File: src/rtl/registrador_pipeline_pkg.sv
// ---------------------------------------------------------------------------
// registrador_pipeline_pkg
// Shared constants for the registrador_pipeline family.
//   DEFAULT_WIDTH : default data word width
//   DEFAULT_DEPTH : default number of pipeline stages
//   occ_width()   : bit width needed to count 0..depth occupied stages
// ---------------------------------------------------------------------------
package registrador_pipeline_pkg;

  localparam int DEFAULT_WIDTH = 8;
  localparam int DEFAULT_DEPTH = 3;

  // Width of the occupancy counter. $clog2(depth+1) already covers 0..depth;
  // the floor keeps the port at least one bit wide for degenerate depths.
  function automatic int occ_width(input int depth);
    int w;
    w = $clog2(depth + 1);
    return (w < 1) ? 1 : w;
  endfunction

endpackage

File: src/rtl/registrador_pipeline_estagio.sv
// ---------------------------------------------------------------------------
// estagio_registro
// One pipeline stage: a WIDTH-bit data word plus its valid tag, held in a
// single WIDTH+1-bit register.
//   clock   : rising-edge clock
//   reset_n : asynchronous active-low reset, loads {RESET_VALUE, 0}
//   clear   : synchronous flush, loads {RESET_VALUE, 0}; wins over enable
//   enable  : 1 = load {d_data, d_valid}; 0 = hold
//   d_data  : incoming data word
//   d_valid : incoming valid tag
//   q_data  : stored data word
//   q_valid : stored valid tag
// ---------------------------------------------------------------------------
module estagio_registro
  import registrador_pipeline_pkg::*;
#(
  parameter int               WIDTH       = DEFAULT_WIDTH,
  parameter logic [WIDTH-1:0] RESET_VALUE = '0
) (
  input  logic             clock,
  input  logic             reset_n,
  input  logic             enable,
  input  logic             clear,
  input  logic [WIDTH-1:0] d_data,
  input  logic             d_valid,
  output logic [WIDTH-1:0] q_data,
  output logic             q_valid
);

  // Data lives in the upper bits, the valid tag in bit 0.
  localparam logic [WIDTH:0] EMPTY_WORD = {RESET_VALUE, 1'b0};

  logic [WIDTH:0] stage_d;
  logic [WIDTH:0] stage_q;

  // Next-value selection: a flush beats an advance, and with neither the
  // stage simply keeps what it has so a stalled pipeline is frozen.
  always_comb begin
    stage_d = stage_q;
    if (clear) begin
      stage_d = EMPTY_WORD;
    end else if (enable) begin
      stage_d = {d_data, d_valid};
    end
  end

  // The stage register itself; reset is asynchronous so the pipeline empties
  // the moment reset_n falls, without waiting for a clock.
  always_ff @(posedge clock or negedge reset_n) begin
    if (!reset_n) begin
      stage_q <= EMPTY_WORD;
    end else begin
      stage_q <= stage_d;
    end
  end

  assign q_data  = stage_q[WIDTH:1];
  assign q_valid = stage_q[0];

endmodule

File: src/rtl/registrador_pipeline.sv
// ---------------------------------------------------------------------------
// registrador_pipeline
// WIDTH-bit, DEPTH-stage register pipeline with a valid tag per stage, a
// global stall, a synchronous flush and a running count of occupied stages.
//   CLOCK     : rising-edge clock
//   RESET     : asynchronous active-low reset
//   ENABLE    : 1 = pipeline advances, 0 = every stage holds
//   CLEAR     : synchronous flush (priority over ENABLE)
//   D         : input data word
//   D_VALID   : valid tag for D
//   Q         : data word of the last stage
//   Q_VALID   : valid tag of the last stage
//   OCCUPANCY : number of stages currently holding a valid word
//   Q_CHANGED : one-cycle pulse when the last stage loads valid data that
//               differs from the previous Q
// ---------------------------------------------------------------------------
module registrador_pipeline
  import registrador_pipeline_pkg::*;
#(
  parameter int               WIDTH       = DEFAULT_WIDTH,
  parameter int               DEPTH       = DEFAULT_DEPTH,
  parameter logic [WIDTH-1:0] RESET_VALUE = '0
) (
  input  logic                        CLOCK,
  input  logic                        RESET,
  input  logic                        ENABLE,
  input  logic                        CLEAR,
  input  logic [WIDTH-1:0]            D,
  input  logic                        D_VALID,
  output logic [WIDTH-1:0]            Q,
  output logic                        Q_VALID,
  output logic [occ_width(DEPTH)-1:0] OCCUPANCY,
  output logic                        Q_CHANGED
);

  localparam int OCC_W = occ_width(DEPTH);

  // Per-stage inputs and outputs. in_*[i] is what stage i loads on an
  // enabled edge, so in_*[DEPTH-1] is exactly what the output stage is
  // about to take in; that is what Q_CHANGED looks at.
  logic [WIDTH-1:0] in_data     [DEPTH];
  logic             in_valid    [DEPTH];
  logic [WIDTH-1:0] stage_data  [DEPTH];
  logic             stage_valid [DEPTH];

  logic [OCC_W-1:0] occupancy_d;
  logic [OCC_W-1:0] occupancy_q;
  logic             q_changed_d;
  logic             q_changed_q;

  // Chain of stages: stage 0 is fed from the ports, every later stage from
  // its predecessor. All stages share enable and clear so they move in
  // lock-step.
  for (genvar g = 0; g < DEPTH; g++) begin : g_stage
    if (g == 0) begin : g_head
      assign in_data[g]  = D;
      assign in_valid[g] = D_VALID;
    end else begin : g_body
      assign in_data[g]  = stage_data[g-1];
      assign in_valid[g] = stage_valid[g-1];
    end

    estagio_registro #(
      .WIDTH       (WIDTH),
      .RESET_VALUE (RESET_VALUE)
    ) u_estagio (
      .clock   (CLOCK),
      .reset_n (RESET),
      .enable  (ENABLE),
      .clear   (CLEAR),
      .d_data  (in_data[g]),
      .d_valid (in_valid[g]),
      .q_data  (stage_data[g]),
      .q_valid (stage_valid[g])
    );
  end

  // Occupancy tracks the number of set valid tags incrementally: on an
  // advance one tag enters at the head and one leaves at the tail, so the
  // count only moves when those two differ. A flush empties everything.
  always_comb begin
    occupancy_d = occupancy_q;
    if (CLEAR) begin
      occupancy_d = '0;
    end else if (ENABLE) begin
      if (D_VALID && !stage_valid[DEPTH-1]) begin
        occupancy_d = occupancy_q + OCC_W'(1);
      end else if (!D_VALID && stage_valid[DEPTH-1]) begin
        occupancy_d = occupancy_q - OCC_W'(1);
      end
    end
  end

  // Change pulse: raised only on an advancing edge where the output stage
  // takes a valid word whose data differs from the current Q. Invalid words
  // and stalls never raise it, and repeated data leaves it low.
  always_comb begin
    q_changed_d = 1'b0;
    if (!CLEAR && ENABLE && in_valid[DEPTH-1] &&
        (in_data[DEPTH-1] != stage_data[DEPTH-1])) begin
      q_changed_d = 1'b1;
    end
  end

  // Bookkeeping registers next to the stage chain, sharing its asynchronous
  // reset so a reset leaves count and pulse consistent with an empty pipe.
  always_ff @(posedge CLOCK or negedge RESET) begin
    if (!RESET) begin
      occupancy_q <= '0;
      q_changed_q <= 1'b0;
    end else begin
      occupancy_q <= occupancy_d;
      q_changed_q <= q_changed_d;
    end
  end

  assign Q         = stage_data[DEPTH-1];
  assign Q_VALID   = stage_valid[DEPTH-1];
  assign OCCUPANCY = occupancy_q;
  assign Q_CHANGED = q_changed_q;

endmodule

File: config.mk
export PLATFORM = sky130hd
export DESIGN_NAME = registrador_pipeline
export DESIGN_NICKNAME = d
export VERILOG_FILES = /design/src/rtl/registrador_pipeline_pkg.sv /design/src/rtl/registrador_pipeline_estagio.sv /design/src/rtl/registrador_pipeline.sv
export SDC_FILE = /design/constraint.sdc
export NUM_CORES = 1
export LEC_CHECK = 0
export CAP_MARGIN = 20
export CORE_UTILIZATION = 53
export CTS_BUF_LIST = sky130_fd_sc_hd__clkbuf_4 sky130_fd_sc_hd__clkbuf_8
export DETAILED_ROUTE_END_ITERATION = 7
export GPL_ROUTABILITY_DRIVEN = 0
export PLACE_DENSITY = 0.9
export SLEW_MARGIN = 0
export SYNTH_ARGS = -nofsm -noshare
export SYNTH_HDL_FRONTEND = slang
export SYNTH_HIERARCHICAL = 1
export SYNTH_SLANG_ARGS = --single-unit
export TNS_END_PERCENT = 1
File: constraint.sdc
create_clock -name CLOCK -period 1.7 [get_ports CLOCK]
set_input_delay 0.255 -clock CLOCK [delete_from_list [all_inputs] [get_ports CLOCK]]
set_output_delay 0.255 -clock CLOCK [all_outputs]
set_load 0.01 [all_outputs]
Word level (Yosys, flattened, before mapping). Cells that the tools add are included.

Add/sub/neg operators: 2. Eq/ne operators: 1. Muxes and demuxes: 11. Reductions and logical operators: 11.

Operator list (number): 9-bit two-way mux (6); 2-bit two-way mux (4); 8-bit != test (1); 1-bit logical AND (5); 1-bit zero test (3); 3-bit nonzero test (1); 2-bit by 1-bit adder with 2-bit output, second input constant (1); 2-bit AND reduction (1); 2-bit nonzero test (1); 2-bit by 1-bit subtractor with 2-bit output, second input constant (1); 1-bit two-way mux (1).

Bits in registers: 30. Input port bits: 13. Output and inout port bits: 12. Word-level logic and storage cells: 30.

Depth between registers and ports, before layout.
Depth in word-level cells: 6. Mapped depth: 3. Gate-level depth less buffers: 3.

Cells and area by module. Netlist, hierarchy kept.

Modules (own cells, without submodules): estagio_registro (instances 3, cells each 29, area each 364.1 um^2, seq. area each 225.2 um^2); registrador_pipeline (instances 1, cells each 26, area each 244.0 um^2, seq. area each 75.1 um^2).

Worst setup path after synthesis. Ideal clock, no wire load.

Path type: reg-to-reg. Start: register g_stage[2].u_estagio.stage_q[0]. End: register occupancy_q[1] (netlist: OCCUPANCY[1]). Setup time: 0.127 ns. Data arrival time: 1.238 ns. Required time: 1.573 ns. Slack: 0.335 ns. Cell stages (with the launch flop): 4. Path buffers: 0. Period minus slack after synthesis: 1.365 ns. Path through: dfrtp_1 > or3b_1 > a21oi_2 > mux2_1.

Word-level cells in the longest chain between the ends: 5. Elaborated cells between the ends (all ways): 8. Classes of those cells: mux (3); reduce/logical (5).

RTL lines: start, declared (RTL line registrador_pipeline_estagio.sv:34) `logic [WIDTH:0] stage_q;`; start signal, assigned (RTL line registrador_pipeline_estagio.sv:53) `stage_q <= stage_d;`; 1-bit zero test (RTL line registrador_pipeline.sv:86) `if (D_VALID && !stage_valid[DEPTH-1]) begin`; 1-bit logical AND (RTL line registrador_pipeline.sv:86); 2-bit two-way mux (RTL line registrador_pipeline.sv:86); 2-bit two-way mux (RTL line registrador_pipeline.sv:85) `end else if (ENABLE) begin`; 2-bit two-way mux (RTL line registrador_pipeline.sv:83) `if (CLEAR) begin`; end signal, assigned (RTL line registrador_pipeline.sv:112) `occupancy_q <= occupancy_d;`; end, declared (RTL line registrador_pipeline.sv:47) `logic [OCC_W-1:0] occupancy_q;`.

Several ways; a longest one is shown, not always the timed one. The select of a mux whose other input is x is not followed. A chain may end at the register's enable or synchronous reset.

Final worst setup path.
Start: register occupancy_q[0] (netlist: OCCUPANCY[0]). End: output OCCUPANCY[0].

RTL lines: end, declared (RTL line registrador_pipeline.sv:32) `output logic [occ_width(DEPTH)-1:0] OCCUPANCY,`.

No word-level cell between the ends.

==> results.cfg <==
[die]
core_area_sq_um = 2297
ios = 25
chipHeight_um = 52.21
die_area_sq_um = 2726
start_util_pct = 58.17
die_x_um = 52.21
placementRows = 17

[global_routing]
overflow = 0
antenna_found_initial = 0
grt_pass1_wl_um = 3815
grt_usage_pct = 20.47
grt_pass1_vias = 813
grt_max_degree = 31

[detailed_routing]
routed_wirelength_um = 2319
vias_per_cell = 5.203
drt_iter0_markers = 20
post-route-drc-count = 0
dr.pass1.iters = 4
num_vias = 895
postRouteAntennaNets = 0
wire_per_inst_um = 13.48

[worst_setup_path]
crit_buf_inv = 1
critPathCaptureType = output port
slowest_stage = clkdlybuf4s50_1
cp_max_fo = 5
r2r_slack_ps = 330
worst_r2r_path_depth = 3
cpPeakStageDelay_ps = 560
regToRegStartpoint = OCCUPANCY[0]$_DFFE_PN0P_
critPathArrivalTime_ps = 1300
cp_data_required_time_ps = 1440
cp_top_family = buffers and inverters
crit_path_start = OCCUPANCY[0]$_DFFE_PN0P_
crit_type = flop to output port
worstPathCellList = clkdlybuf4s50_1
worstReg2RegEnd = OCCUPANCY[1]$_DFFE_PN0P_
setup.worst_path.start_class = flop

[logic_synthesis]
synth.distinct_cells = 19
async_reset_ff_share_pct = 100.0
synth-seq-cells = 30
synth-compound-area-share_pct = 1.966
yosysTopAreaCell = dfrtp_1
syn_inst = 113
synth_top_area_share_pct = 56.18
synth_top_family_by_area = multiplexers
synth_warnings = 6
synth_flop_cell = dfrtp_1
synthTopCellsByCount = dfrtp_1 (30), nor2_1 (28), mux2i_1 (27)
synth-edff-count = 0
synthMostInstantiatedCell = dfrtp_1
yosysSeqAreaShare_pct = 56.18
avgSynthCellArea_sq_um = 11.83
synth.area.top_cells = dfrtp_1 (56%), mux2i_1 (20%), nor2_1 (7.9%)
synthMuxAreaShare_pct = 21.07
synth_nets = 126
synth-xor-area-share_pct = 5.899
synth_fa_ha_area_share_pct = 0
synth_area_sq_um = 1336
synth-simple-area-share_pct = 11.24

[finish]
area_delta_synth_final_pct = 24.81
diodes = 0
regArea_sq_um = 750.7
fin_util_pct = 72.60
multi_input_area_sq_um = 536.8
nFillCells = 171
layout-drive-gt1-share_pct = 9.722
final_cells = 172
layout.nets = 156

[timing]
setup_viol = 0
finClkSkew_ps = 9.096
slew_headroom_pct = 75.89
rsz0062_at_grt = no
tightest_slew_ps = 361.7
finalSetupTns_ps = 0
period_needed_ps = 1553
finalHoldViolCount = 0
period_share_pct = 91.34
clock.fmax_ghz = 0.6440
slew_viol_final = 0

[power]
leakage_uw = 0.0008625
ir_drop_v = 0.0006872
p_per_area_nw_per_um2 = 813.7

[outcome]
status = completed

[clocking]
cts_resized = 0
clk_transition_reported_paths_ps = 90
cts_tree = built
cts_made_buffers = 5
cts.root.buffer_cell = clkbuf_4
clock_path_buffers = 2
cts_hold_buffers = 0
h-tree-depth = 2
cts.sinks = 30
clkLatencyLatePin_ps = 330
post_cts_buffers = 0

[hold_path]
min_path_type = input port to asynchronous set/reset pin

[placed_design]
port_buffers = 24
dpl.hpwl_um = 1619
place_inst = 164

[flow_run]
drv_cap = 0
-- area by class of cell --
cell class | instances | share of cell area (%)
inverters | 1 | 0.2251
clock buffers | 7 | 3.526
repair buffers | 29 | 16.65
flip-flops and latches | 30 | 45.01
well taps | 28 | 2.101
clock inverters | 1 | 0.3001
multi-input cells | 76 | 32.18
-- cell usage in the layout, fill, tap and decap left out, drive strengths merged --
master,Yosys,routed
or3b,1,1
mux2,1,1
nand3b,1,1
clkdlybuf4s50,0,24
o21ai,1,1
nor4,2,2
dfrtp,30,30
buf,6,5
xor2,8,8
a21oi,2,2
or3,1,1
inv,1,1
clkbuf,0,7
mux2i,27,27
nor2b,1,1
nor2,28,28
nand2,1,1
xnor2,1,1
a211oi,1,1
clkinv,0,1
-- how the worst max path moves through the flow --
| stage | slack, ps | endpoint | depth (start not counted) |
|---|---|---|---|
| 2_1_floorplan | 330 | OCCUPANCY[1]$_DFFE_PN0P_ | 3 |
| 3_3_place_gp | 60 | OCCUPANCY[1]$_DFFE_PN0P_ | 4 |
| 3_5_place_dp | 30 | OCCUPANCY[1]$_DFFE_PN0P_ | 4 |
| 4_1_cts | 130 | OCCUPANCY[0] | 1 |
| 5_1_grt | 70 | Q_VALID | 1 |
| 6_report | 150 | OCCUPANCY[0] | 1 |
-- power breakdown --
group | leakage [uW] | switching, uW | internal (uW)
clock | 0.0000387 | 229 | 216
combinational | 0.000414 | 73.1 | 81.2
sequential | 0.000409 | 20.2 | 738
-- layer usage --
layer | share of wire, % | track usage, %
met5 | 0 | 0
met3 | 5.0 | 7.826
met2 | 48 | 31.84
met1 | 45 | 25.82
met4 | 1.9 | 7.895
-- state kept, by name (all words and copies together) (netlist names) --
signal and flops:
OCCUPANCY 2, Q_CHANGED 1, g_stage.u_estagio/stage_q 27
-- cell families after synthesis --
logic type	Yosys count
muxes	28
buffers and inverters	7
xor gates and xnor gates	9
DFF	30
AOI/OAI and AO/OA	4
and+or+nand+nor	35
-- through the flow --
stage / hold slack [ps] / power [uW] / area (sq um) / setup slack [ps]
after floorplan: -40.59 / 853.9 / 1336 / 334.7
after global placement: 498.1 / 920.2 / 1604 / 61.02
after detailed placement: 515.6 / 927.5 / 1604 / 34.36
after CTS: 308.8 / 1370 / 1668 / 127.6
after global routing: 334.0 / 1428 / 1668 / 74.48
final: 301.1 / 1357 / 1668 / 147.2
Power figures use the tool's default switching activity.
